### src/rtl/control_acceso_memoria_pkg.sv
// Shared encodings for the load/store initiator: access sizes, FSM states and default memory depth.
package control_acceso_memoria_pkg;

    localparam logic [1:0] SZ_BYTE   = 2'b00;
    localparam logic [1:0] SZ_HALF   = 2'b01;
    localparam logic [1:0] SZ_WORD   = 2'b10;
    localparam logic [1:0] SZ_ILEGAL = 2'b11;

    typedef logic [1:0] estado_t;

    localparam estado_t ST_IDLE  = 2'd0;
    localparam estado_t ST_READ  = 2'd1;
    localparam estado_t ST_WRITE = 2'd2;
    localparam estado_t ST_RESP  = 2'd3;

    localparam int MEM_WORDS_DEF = 32;

endpackage

### src/rtl/control_acceso_memoria_alineador_bytes.sv
// Byte-lane logic: extracts/extends load data from a memory word and merges store data into it.
module alineador_bytes
    import control_acceso_memoria_pkg::*;
(
    input  logic [1:0]  size,
    input  logic [1:0]  lane,
    input  logic        sgn,
    input  logic [31:0] word,
    input  logic [31:0] wdata,
    output logic [31:0] load_data,
    output logic [31:0] store_word
);

    logic [7:0]  byte_sel;
    logic [15:0] half_sel;

    always_comb begin
        byte_sel   = word[{lane, 3'b000} +: 8];
        half_sel   = lane[1] ? word[31:16] : word[15:0];
        load_data  = word;
        store_word = wdata;
        case (size)
            SZ_BYTE: begin
                load_data  = {{24{sgn & byte_sel[7]}}, byte_sel};
                store_word = word;
                store_word[{lane, 3'b000} +: 8] = wdata[7:0];
            end
            SZ_HALF: begin
                load_data  = {{16{sgn & half_sel[15]}}, half_sel};
                store_word = word;
                if (lane[1]) store_word[31:16] = wdata[15:0];
                else         store_word[15:0]  = wdata[15:0];
            end
            default: begin
                load_data  = word;
                store_word = wdata;
            end
        endcase
    end

endmodule

### src/rtl/control_acceso_memoria.sv
// Multi-cycle load/store initiator for the 32-word data memory, with read-modify-write for sub-word stores.
// ALIGN_TRAP_EN: defined -> misaligned requests return rsp_err; undefined -> low address bits are silently cleared.
module control_acceso_memoria
    import control_acceso_memoria_pkg::*;
#(
    parameter int MEM_WORDS = MEM_WORDS_DEF
) (
    input  logic        clk,
    input  logic        rst,
    input  logic        req_valid,
    output logic        req_ready,
    input  logic        req_we,
    input  logic [1:0]  req_size,
    input  logic        req_signed,
    input  logic [31:0] req_addr,
    input  logic [31:0] req_wdata,
    output logic        rsp_valid,
    input  logic        rsp_ready,
    output logic [31:0] rsp_rdata,
    output logic        rsp_err,
    output logic [31:0] mem_wd,
    output logic [31:0] mem_addr,
    output logic        mem_mtw,
    output logic        mem_mtr,
    input  logic [31:0] mem_rd,
    output logic [1:0]  dbg_estado
);

    // Handshakes: a transfer happens on a rising edge where valid && ready; the response
    // holds rsp_valid and its data stable until that edge, and a request is only taken in IDLE.
    estado_t     estado;
    logic [1:0]  r_size;
    logic [1:0]  r_lane;
    logic        r_signed;
    logic        r_we;
    logic [31:0] r_wdata;

    logic [31:0] addr_al;
    logic [29:0] req_idx;
    logic        req_err;
    logic [31:0] load_data;
    logic [31:0] store_word;

    assign req_ready  = (estado == ST_IDLE);
    assign dbg_estado = estado;

    always_comb begin
        addr_al = req_addr;
`ifndef ALIGN_TRAP_EN
        if (req_size == SZ_HALF)      addr_al[0]   = 1'b0;
        else if (req_size == SZ_WORD) addr_al[1:0] = 2'b00;
`endif
        req_idx = addr_al[31:2];
        req_err = (req_size == SZ_ILEGAL) || (req_idx >= 30'(MEM_WORDS));
`ifdef ALIGN_TRAP_EN
        if ((req_size == SZ_HALF && req_addr[0]) ||
            (req_size == SZ_WORD && req_addr[1:0] != 2'b00))
            req_err = 1'b1;
`endif
    end

    alineador_bytes u_alineador (
        .size       (r_size),
        .lane       (r_lane),
        .sgn        (r_signed),
        .word       (mem_rd),
        .wdata      (r_wdata),
        .load_data  (load_data),
        .store_word (store_word)
    );

    always_ff @(posedge clk) begin
        if (rst) begin
            estado    <= ST_IDLE;
            r_size    <= SZ_BYTE;
            r_lane    <= 2'b00;
            r_signed  <= 1'b0;
            r_we      <= 1'b0;
            r_wdata   <= 32'h0;
            rsp_valid <= 1'b0;
            rsp_err   <= 1'b0;
            rsp_rdata <= 32'h0;
            mem_wd    <= 32'h0;
            mem_addr  <= 32'h0;
            mem_mtw   <= 1'b0;
            mem_mtr   <= 1'b0;
        end else begin
            case (estado)
                ST_IDLE: if (req_valid) begin
                    r_size   <= req_size;
                    r_lane   <= addr_al[1:0];
                    r_signed <= req_signed;
                    r_we     <= req_we;
                    r_wdata  <= req_wdata;
                    if (req_err) begin
                        estado    <= ST_RESP;
                        rsp_valid <= 1'b1;
                        rsp_err   <= 1'b1;
                        rsp_rdata <= 32'h0;
                    end else begin
                        mem_addr <= {2'b00, req_idx};
                        // Full-word stores skip the read; everything else needs the current word first.
                        if (req_we && req_size == SZ_WORD) begin
                            estado  <= ST_WRITE;
                            mem_mtw <= 1'b1;
                            mem_wd  <= req_wdata;
                        end else begin
                            estado  <= ST_READ;
                            mem_mtr <= 1'b1;
                        end
                    end
                end
                ST_READ: begin
                    mem_mtr <= 1'b0;
                    if (r_we) begin
                        estado  <= ST_WRITE;
                        mem_mtw <= 1'b1;
                        mem_wd  <= store_word;
                    end else begin
                        estado    <= ST_RESP;
                        rsp_valid <= 1'b1;
                        rsp_err   <= 1'b0;
                        rsp_rdata <= load_data;
                    end
                end
                ST_WRITE: begin
                    mem_mtw   <= 1'b0;
                    estado    <= ST_RESP;
                    rsp_valid <= 1'b1;
                    rsp_err   <= 1'b0;
                    rsp_rdata <= 32'h0;
                end
                ST_RESP: if (rsp_ready) begin
                    estado    <= ST_IDLE;
                    rsp_valid <= 1'b0;
                    rsp_err   <= 1'b0;
                end
                default: estado <= ST_IDLE;
            endcase
        end
    end

endmodule

### config.mk
export PLATFORM = sky130hd
export DESIGN_NAME = control_acceso_memoria
export DESIGN_NICKNAME = d
export VERILOG_FILES = /design/src/rtl/control_acceso_memoria_pkg.sv /design/src/rtl/control_acceso_memoria_alineador_bytes.sv /design/src/rtl/control_acceso_memoria.sv
export SDC_FILE = /design/constraint.sdc
export NUM_CORES = 1
export LEC_CHECK = 0
export ABC_AREA = 0
export CORE_MARGIN = 4
export CORE_UTILIZATION = 44
export DETAILED_ROUTE_END_ITERATION = 10
export PLACE_DENSITY = 0.77
export SETUP_SLACK_MARGIN = 0.2
export SYNTH_ARGS = -nofsm -noshare
export SYNTH_HDL_FRONTEND = slang
export SYNTH_SLANG_ARGS = --single-unit
### constraint.sdc
create_clock -name clk -period 2.8 [get_ports clk]
set_clock_uncertainty 0.15 [all_clocks]
set_input_delay 0.56 -clock clk [delete_from_list [all_inputs] [get_ports clk]]
set_output_delay 0.56 -clock clk [all_outputs]
set_load 0.03 [all_outputs]
==> results.tsv, run 1 <==
stage	metric	value	unit
power	switching part of the total	0.364	
cells_and_area	Util after Layout	0.637	
outcome	outcome	completed	
power	Psw	2530	uW
job	max-cap viol count	0	
drt	DRT Pass-1 Iters	5	
global_routing	GRT Total Usage	0.253	
critical_path	CP Capture Type	output pin	
place	GP Congestion	0.893	
die	I/O pin cnt	207	
timing	fin crit period	2.40	ns
global_routing	vias in the first global route	6892	
timing	max frequency	417	MHz
power	PD cells	712	nW/um^2
global_routing	largest net degree at the start of global routing	65	
cts	CTS max path bufs	2	
yosys	Syn Area/Cell	8.24	sq um
die	Core Footprint	15300	sq um
power	clock share of power	0.339	
yosys	Cells after Synth	840	
global_routing	Top Usage Layer GRT	met2	
cts	hold_buf cts	0	
power	sequential power share	0.334	
place	post-DP HPWL	16.6	mm
power	logic gate share of total power	0.327	
place	number of I/O port buffers	204	
yosys	Synth Flop Type	dfxtp_1	
cts	Clk Latency, worst-skew pair	0.42	ns
global_routing	met3 usage	0.0729	
global_routing	antenna violations before repair	0	
timing	final hold vios	0	
timing	period utilization	0.856	
die	num rows	45	
power	Peak VDD IR	545	uV
cells_and_area	Area Growth Syn to Fin	40.9	%
cts	Root Buffer	clkbuf_16	
drt	Avg WL per Cell	18.7	um
yosys	#FFs+latches synth	138	
critical_path	WS Path Type	flop to output pin	
cells_and_area	n_diodes	0	
worst_hold_path	hold crit path type	flop to flop	
yosys	Post-synth EDFFs	0	
cells_and_area	fin cells	1235	
global_routing	met2 usage	0.404	
timing	setup TNS	0	ns
global_routing	first-pass GRT wire length	36.4	mm
cts	H-tree levels	4	
die	Initial Util	0.452	
die	die area	17800	sq um
critical_path	crit-path max FO	13	
critical_path	Worst Setup Start Kind	flop	
cells_and_area	layout cells sized above 1	0.0859	
yosys	Syn Std Cell Area	6920	sq um
timing	Worst-Margin Slew	0.709	ns
drt	vias	7260	
yosys	sequential share of the synthesized area	0.399	
power	Leak Pwr	0.00337	uW
yosys	Synth Area in Compound Gates	0.238	
cts	TritonCTS Buffers	17	
place	placed cell count	1203	
critical_path	Worst Path Required	2.09	ns
drt	Antenna Violating Nets Remaining	0	
yosys	FFs w/ async S/R, synth	0	
timing	Slew Viols, Final	0	
drt	mean number of vias per cell	5.88	
yosys	Synth Area in XOR/XNOR	0	
timing	relative max-transition margin	0.528	
power	PnR Total Power	6940	uW
die	Die W	133	um
yosys	synthesized-area fraction occupied by and/or/nand/nor cells	0.258	
global_routing	total overflow reported by the global router	0	
cts	TritonCTS clock tree	yes	
yosys	multiplexer share of the synthesized area	0.0211	
timing	Setup Viol. Count Final	0	
cts	Num Clock Sinks	138	
cts	clk slew on worst S/H paths	0.06	ns
die	height of the die	133	um
drt	Total Routed Length	23.1	mm
cells_and_area	nets	1125	
power	P_int	4410	uW
yosys	Synth Warn #	0	
critical_path	Critical Path AT	1.69	ns
timing	RSZ-0062 raised after global routing	no	
yosys	Netlist cell types	59	
yosys	post-synthesis adder-cell area fraction	0.0181	
yosys	combinational family with the most area after synthesis	simple AND/OR/NAND/NOR gates	
global_routing	GRT met1 Usage	0.326	
drt	Residual DRC	0	
cells_and_area	# fillers	1343	
drt	DR iter-0 viols	756	
==> synth_stat cells, types with 2 or more instances <==
master | number | share of area
buf_1 | 4 | 0.0022
nand2_1 | 92 | 0.050
clkinv_1 | 3 | 0.0016
o21ai_0 | 31 | 0.022
buf_2 | 12 | 0.0087
nor4_2 | 3 | 0.0054
nor2b_1 | 12 | 0.011
o31ai_1 | 25 | 0.027
and3_1 | 2 | 0.0018
inv_1 | 14 | 0.0076
and2_1 | 28 | 0.025
nand2b_1 | 10 | 0.0090
nand3_1 | 51 | 0.037
a31oi_1 | 17 | 0.015
ha_1 | 10 | 0.018
mux2_2 | 3 | 0.0049
a22oi_1 | 2 | 0.0022
and4b_1 | 9 | 0.013
nand4_1 | 9 | 0.0081
a221oi_1 | 15 | 0.019
o221ai_1 | 23 | 0.029
nand3b_1 | 33 | 0.036
o41ai_1 | 9 | 0.011
nor4_1 | 2 | 0.0018
buf_4 | 6 | 0.0065
o2111ai_1 | 8 | 0.010
nor2_2 | 3 | 0.0027
a21oi_1 | 98 | 0.071
clkbuf_1 | 57 | 0.031
a31o_2 | 3 | 0.0038
nor3_1 | 2 | 0.0014
mux2i_1 | 9 | 0.013
dfxtp_1 | 138 | 0.40
buf_6 | 4 | 0.0065
o22ai_1 | 7 | 0.0063
nor2_1 | 39 | 0.021
nand4b_1 | 17 | 0.022
o21ai_1 | 9 | 0.0065
==> metrics by stage <==
step	worst slack, ns	cell area (sq um)	hold WS [ns]
3_5_place_dp	0.0673	9130	0.293
4_1_cts	0.310	9740	0.309
3_3_place_gp	0.131	9130	0.291
6_report	0.405	9750	0.307
5_1_grt	0.213	9750	0.320
2_1_floorplan	0.288	6930	0.287
==> what timing repair did <==
item | 4_1_cts | 5_1_grt
gates resized for setup | 1 | 3
buffers inserted | 0 | 0
endpoints found under the setup margin | 1 | 14
==> metal layers <==
| metal | up-vias | wire length [um] |
|---|---|---|
| li1 | 3423 | - |
| met1 | 3362 | 9640 |
| met2 | 410 | 10700 |
| met3 | 65 | 2120 |
| met4 | 0 | 621 |
| met5 | - | 0 |
==> flip-flops by register name (all words and copies together) (netlist names) <==
signal	cells
r_lane	2
mem_mtr	1
rsp_valid	1
r_wdata	32
dbg_estado	2
r_size	2
mem_wd	32
rsp_err	1
mem_addr	30
r_signed	1
mem_mtw	1
rsp_rdata	32
r_we	1
==> cell usage in the layout (no fill, tap or decap), types with 28 or more instances in the layout <==
master	n
nand3_1	51
o21ai_0	31
nand3b_1	33
buf_4	28
a21oi_1	98
clkdlybuf4s50_1	202
nand2_1	92
and2_1	28
nor2_1	39
dfxtp_1	137
==> layout make-up <==
type	instances	area, sq um	share of cell area
clock buffers	17	425	0.0436
clock inverters	15	190	0.0195
inverters	17	63.8	0.00654
multi-input cells	602	3720	0.382
flip-flops and latches	138	2760	0.283
well taps	211	264	0.0271
repair buffers	235	2320	0.238
==> logic make-up after synthesis <==
| family | Yosys count |
|---|---|
| AOI/OAI and AO/OA | 257 |
| adders and majority gates | 10 |
| buffers and inverters | 101 |
| DFF | 138 |
| muxes | 13 |
| other | 1 |
| and+or+nand+nor | 320 |
==> power by group through the flow <==
| stage | clock, uW | combinational (uW) | sequential (uW) |
|---|---|---|---|
| finish | 2350 | 2270 | 2320 |
| global placement | 0 | 2210 | 2350 |
| global route | 2460 | 2470 | 2340 |
| detailed placement | 0 | 2230 | 2350 |
| floorplan | 0 | 1410 | 2430 |
| CTS | 2380 | 2240 | 2310 |
==> path summary, 6_finish.rpt <==
path | from | endpoint | slack (ns) | depth (start not counted)
worst max register to register | r_lane[1] | mem_wd[16] | 0.45 | 7
worst min-delay path | mem_addr[18] | mem_addr[18] | 0.31 | 1
worst max-delay path | dbg_estado[0] | req_ready | 0.40 | 3
worst min register to register | mem_addr[18] | mem_addr[18] | 0.31 | 1
==> worst max-delay path: stages (launching register included) <==
cell and delay (ns):
dfxtp_1 0.38, inv_1 0.12, ha_2 0.32, dlygate4sd2_1 0.45
No activity file was read; power rests on OpenSTA's default activity.
==> run 2, diff against run 1 <==
--- a/config.mk
+++ b/config.mk
@@ -6,9 +6,9 @@
 export NUM_CORES = 1
 export LEC_CHECK = 0
-export ABC_AREA = 0
+export ABC_AREA = 1
 export CORE_MARGIN = 4
 export CORE_UTILIZATION = 44
 export DETAILED_ROUTE_END_ITERATION = 10
-export PLACE_DENSITY = 0.77
+export PLACE_DENSITY = 0.75
 export SETUP_SLACK_MARGIN = 0.2
 export SYNTH_ARGS = -nofsm -noshare
==> constraint.sdc (replaced) <==
create_clock -name clk -period 2.8 [get_ports clk]
set_clock_uncertainty 0.15 [all_clocks]
set_input_delay 0.28 -clock clk [delete_from_list [all_inputs] [get_ports clk]]
set_output_delay 0.28 -clock clk [all_outputs]
set_load 0.02 [all_outputs]
==> results.tsv, run 2 <==
stage	metric	value	unit	change
power	Leak Pwr	0.00435	uW	+29%
drt	DR iter-0 viols	1022		+35%
timing	Slew Viols, Final	0		unchanged
yosys	FFs w/ async S/R, synth	0		unchanged
cells_and_area	largest registers	mem_wd x32, r_wdata x32, rsp_rdata x32		
yosys	#FFs+latches synth	138		unchanged
timing	fin crit period	2.51	ns	+0.119 ns
cts	Post-CTS Resized	0		-1
drt	Total Routed Length	28.4	mm	+23%
critical_path	CP cell instances	inv_1 > ha_1 > clkdlybuf4s50_1		
critical_path	WS Path Type	flop to output pin		
cts	hold_buf cts	0		unchanged
place	GP Congestion	0.982		+10%
cells_and_area	n_diodes	0		unchanged
place	Setup WS pre-CTS	0.531	ns	+0.464 ns
timing	relative max-transition margin	0.592		+0.0647
drt	Avg WL per Cell	17.5	um	-6.6%
cells_and_area	commonest non-fill, non-tap cells in the layout	nand2_1, nor2_1, clkdlybuf4s50_1		
cells_and_area	commonest non-fill, non-tap cell in the layout	nand2_1		
timing	RSZ-0062 raised after global routing	no		
die	num rows	48		+6.7%
yosys	largest cells by area after synthesis	dfxtp_1, nand2_1, nor2_1, a21oi_1, o21ai_0		
die	die area	20300	sq um	+14%
cts	Root Buffer	clkbuf_16		
timing	Worst-Margin Slew	0.605	ns	-0.103 ns
drt	DRT Pass-1 Iters	5		unchanged
yosys	Netlist cell types	40		-32%
critical_path	Worst Path Buf+Inv	2		unchanged
yosys	Syn Std Cell Area	7940	sq um	+15%
die	I/O pin cnt	207		unchanged
cts	Post-CTS Setup Inserts	0		unchanged
critical_path	Reg2Reg Depth	8		+1
drt	mean number of vias per cell	5.45		-7.2%
global_routing	GRT Total Usage	0.273		+0.0206
cts	Num Clock Sinks	138		unchanged
job	max-cap viol count	0		unchanged
critical_path	FF-to-FF End	r_lane[0]		
critical_path	Slowest-stage cell, CP	clkdlybuf4s50_1		
place	post-DP HPWL	20.9	mm	+25%
power	PnR Total Power	10500	uW	+51%
yosys	Syn Area/Cell	6.52	sq um	-21%
cells_and_area	nets	1501		+33%
yosys	Synth Warn #	0		unchanged
cts	TritonCTS clock tree	yes		
cells_and_area	fin cells	1625		+32%
critical_path	worst setup path endpoint	req_ready		
timing	period utilization	0.898		+0.0425
critical_path	Critical path origin	dbg_estado[1]		
cts	H-tree levels	4		unchanged
critical_path	CP delay by family, top	buffers and inverters		
cts	TritonCTS Buffers	17		unchanged
power	Peak VDD IR	707	uV	+30%
yosys	Synth area leader	dfxtp_1		
critical_path	reg2reg start	dbg_estado[1]		
power	clock share of power	0.227		-0.112
timing	Setup Viol. Count Final	0		unchanged
die	height of the die	142	um	+6.7%
global_routing	largest net degree at the start of global routing	56		-14%
power	P_int	5790	uW	+31%
drt	Antenna Violating Nets Remaining	0		unchanged
die	Die W	142	um	+6.7%
yosys	sequential share of the synthesized area	0.348		-0.0513
timing	Final WS setup	0.286	ns	-0.119 ns
yosys	Cells after Synth	1219		+45%
cts	CTS max path bufs	2		unchanged
outcome	outcome	completed		
timing	setup TNS	0	ns	unchanged
drt	vias	8863		+22%
cts	Clk Latency, worst-skew pair	0.43	ns	about the same
yosys	Post-synth EDFFs	0		unchanged
worst_hold_path	hold crit path type	input port to flop		
global_routing	total overflow reported by the global router	0		unchanged
critical_path	CP Capture Type	output pin		
power	switching part of the total	0.447		+0.0826
critical_path	Reg2Reg Setup Slack	0.52	ns	+0.07 ns
place	number of I/O port buffers	204		unchanged
cells_and_area	layout cells sized above 1	0.0807		-0.00522
yosys	Post-synth top cells	nand2_1, nor2_1, dfxtp_1, a21oi_1, o21ai_0		
power	sequential power share	0.267		-0.067
power	logic gate share of total power	0.505		+0.178
cells_and_area	# fillers	1680		+25%
yosys	count leader, synth	nand2_1		
critical_path	crit-path max FO	11		-2
timing	final hold vios	0		unchanged
die	Initial Util	0.455		+0.00250
power	PD cells	980	nW/um^2	+38%
global_routing	antenna violations before repair	0		unchanged
yosys	Synth Flop Type	dfxtp_1		
die	Core Footprint	17500	sq um	+14%
critical_path	Worst Path Required	2.37	ns	+0.28 ns
power	Psw	4680	uW	+85%
critical_path	Critical Path AT	2.08	ns	+0.39 ns
critical_path	slowest stage delay, CP	0.72	ns	+0.27 ns
cts	clk slew on worst S/H paths	0.06	ns	about the same
critical_path	WP depth	3		unchanged
global_routing	vias in the first global route	8192		+19%
drt	Residual DRC	0		unchanged
global_routing	first-pass GRT wire length	44.0	mm	+21%
timing	max frequency	398	MHz	-4.7%
place	placed cell count	1593		+32%
cells_and_area	Area Growth Syn to Fin	34.4	%	
critical_path	Worst Setup Start Kind	flop		
yosys	Synth top area share	0.348		-0.0513
==> run 2: metrics by stage <==
stage,instance area [sq um],util,hold slack (ns)
3_5_place_dp,10100,0.576,0.304
3_3_place_gp,10100,0.576,0.300
5_1_grt,10700,0.611,0.186
6_report,10700,0.611,0.152
2_1_floorplan,7950,-,0.265
4_1_cts,10700,0.611,0.141
==> run 2: worst min path at each step <==
stage	slack, ns	cells past startpoint	to	from
4_1_cts	0.14	4	mem_wd[28]	rst
6_report	0.15	4	mem_wd[28]	rst
2_1_floorplan	0.26	2	mem_addr[0]	req_addr[2]
5_1_grt	0.19	4	mem_wd[9]	rst
3_3_place_gp	0.30	2	rsp_valid	rsp_valid
3_5_place_dp	0.30	2	rsp_err	rsp_err
==> run 2: layout make-up <==
| cell class | count | area [sq um] | share of cell area |
|---|---|---|---|
| repair buffers | 235 | 2290 | 0.215 |
| flip-flops and latches | 138 | 2760 | 0.259 |
| inverters | 99 | 374 | 0.0350 |
| clock inverters | 14 | 184 | 0.0172 |
| multi-input cells | 896 | 4350 | 0.408 |
| clock buffers | 18 | 429 | 0.0402 |
| well taps | 225 | 282 | 0.0264 |
==> run 2: kinds of logic after synthesis <==
group | share of synthesized area
compound gates | 0.199
buf+inv | 0.105
flops | 0.348
simple gates | 0.332
fa+ha+maj | 0.0158
other cells | 0.000472
==> run 2: worst register-to-register path: stages (launching register included) <==
cell and delay (ns):
dfxtp_1 0.44, inv_1 0.11, ha_1 0.36, nand2_1 0.14, buf_4 0.39, inv_1 0.09
buf_4 0.24, o21ai_0 0.18, a21oi_1 0.06
==> run 2: layer usage <==
| metal | vias up | part of all wire | track usage |
|---|---|---|---|
| met5 | - | 0 | 0 |
| met4 | 0 | 0.031 | 0.102 |
| met3 | 63 | 0.10 | 0.0659 |
| met2 | 442 | 0.44 | 0.403 |
| met1 | 4020 | 0.43 | 0.388 |
| li1 | 4338 | - | - |
==> run 2: power by group through the flow <==
| stage | clock network, uW | registers [uW] | logic (uW) |
|---|---|---|---|
| 4_1_cts | 2400 | 2790 | 5230 |
| 3_3_place_gp | 0 | 2820 | 5130 |
| 3_5_place_dp | 0 | 2820 | 5190 |
| 2_1_floorplan | 0 | 3110 | 3160 |
| 6_report | 2380 | 2800 | 5290 |
| 5_1_grt | 2490 | 2850 | 5820 |
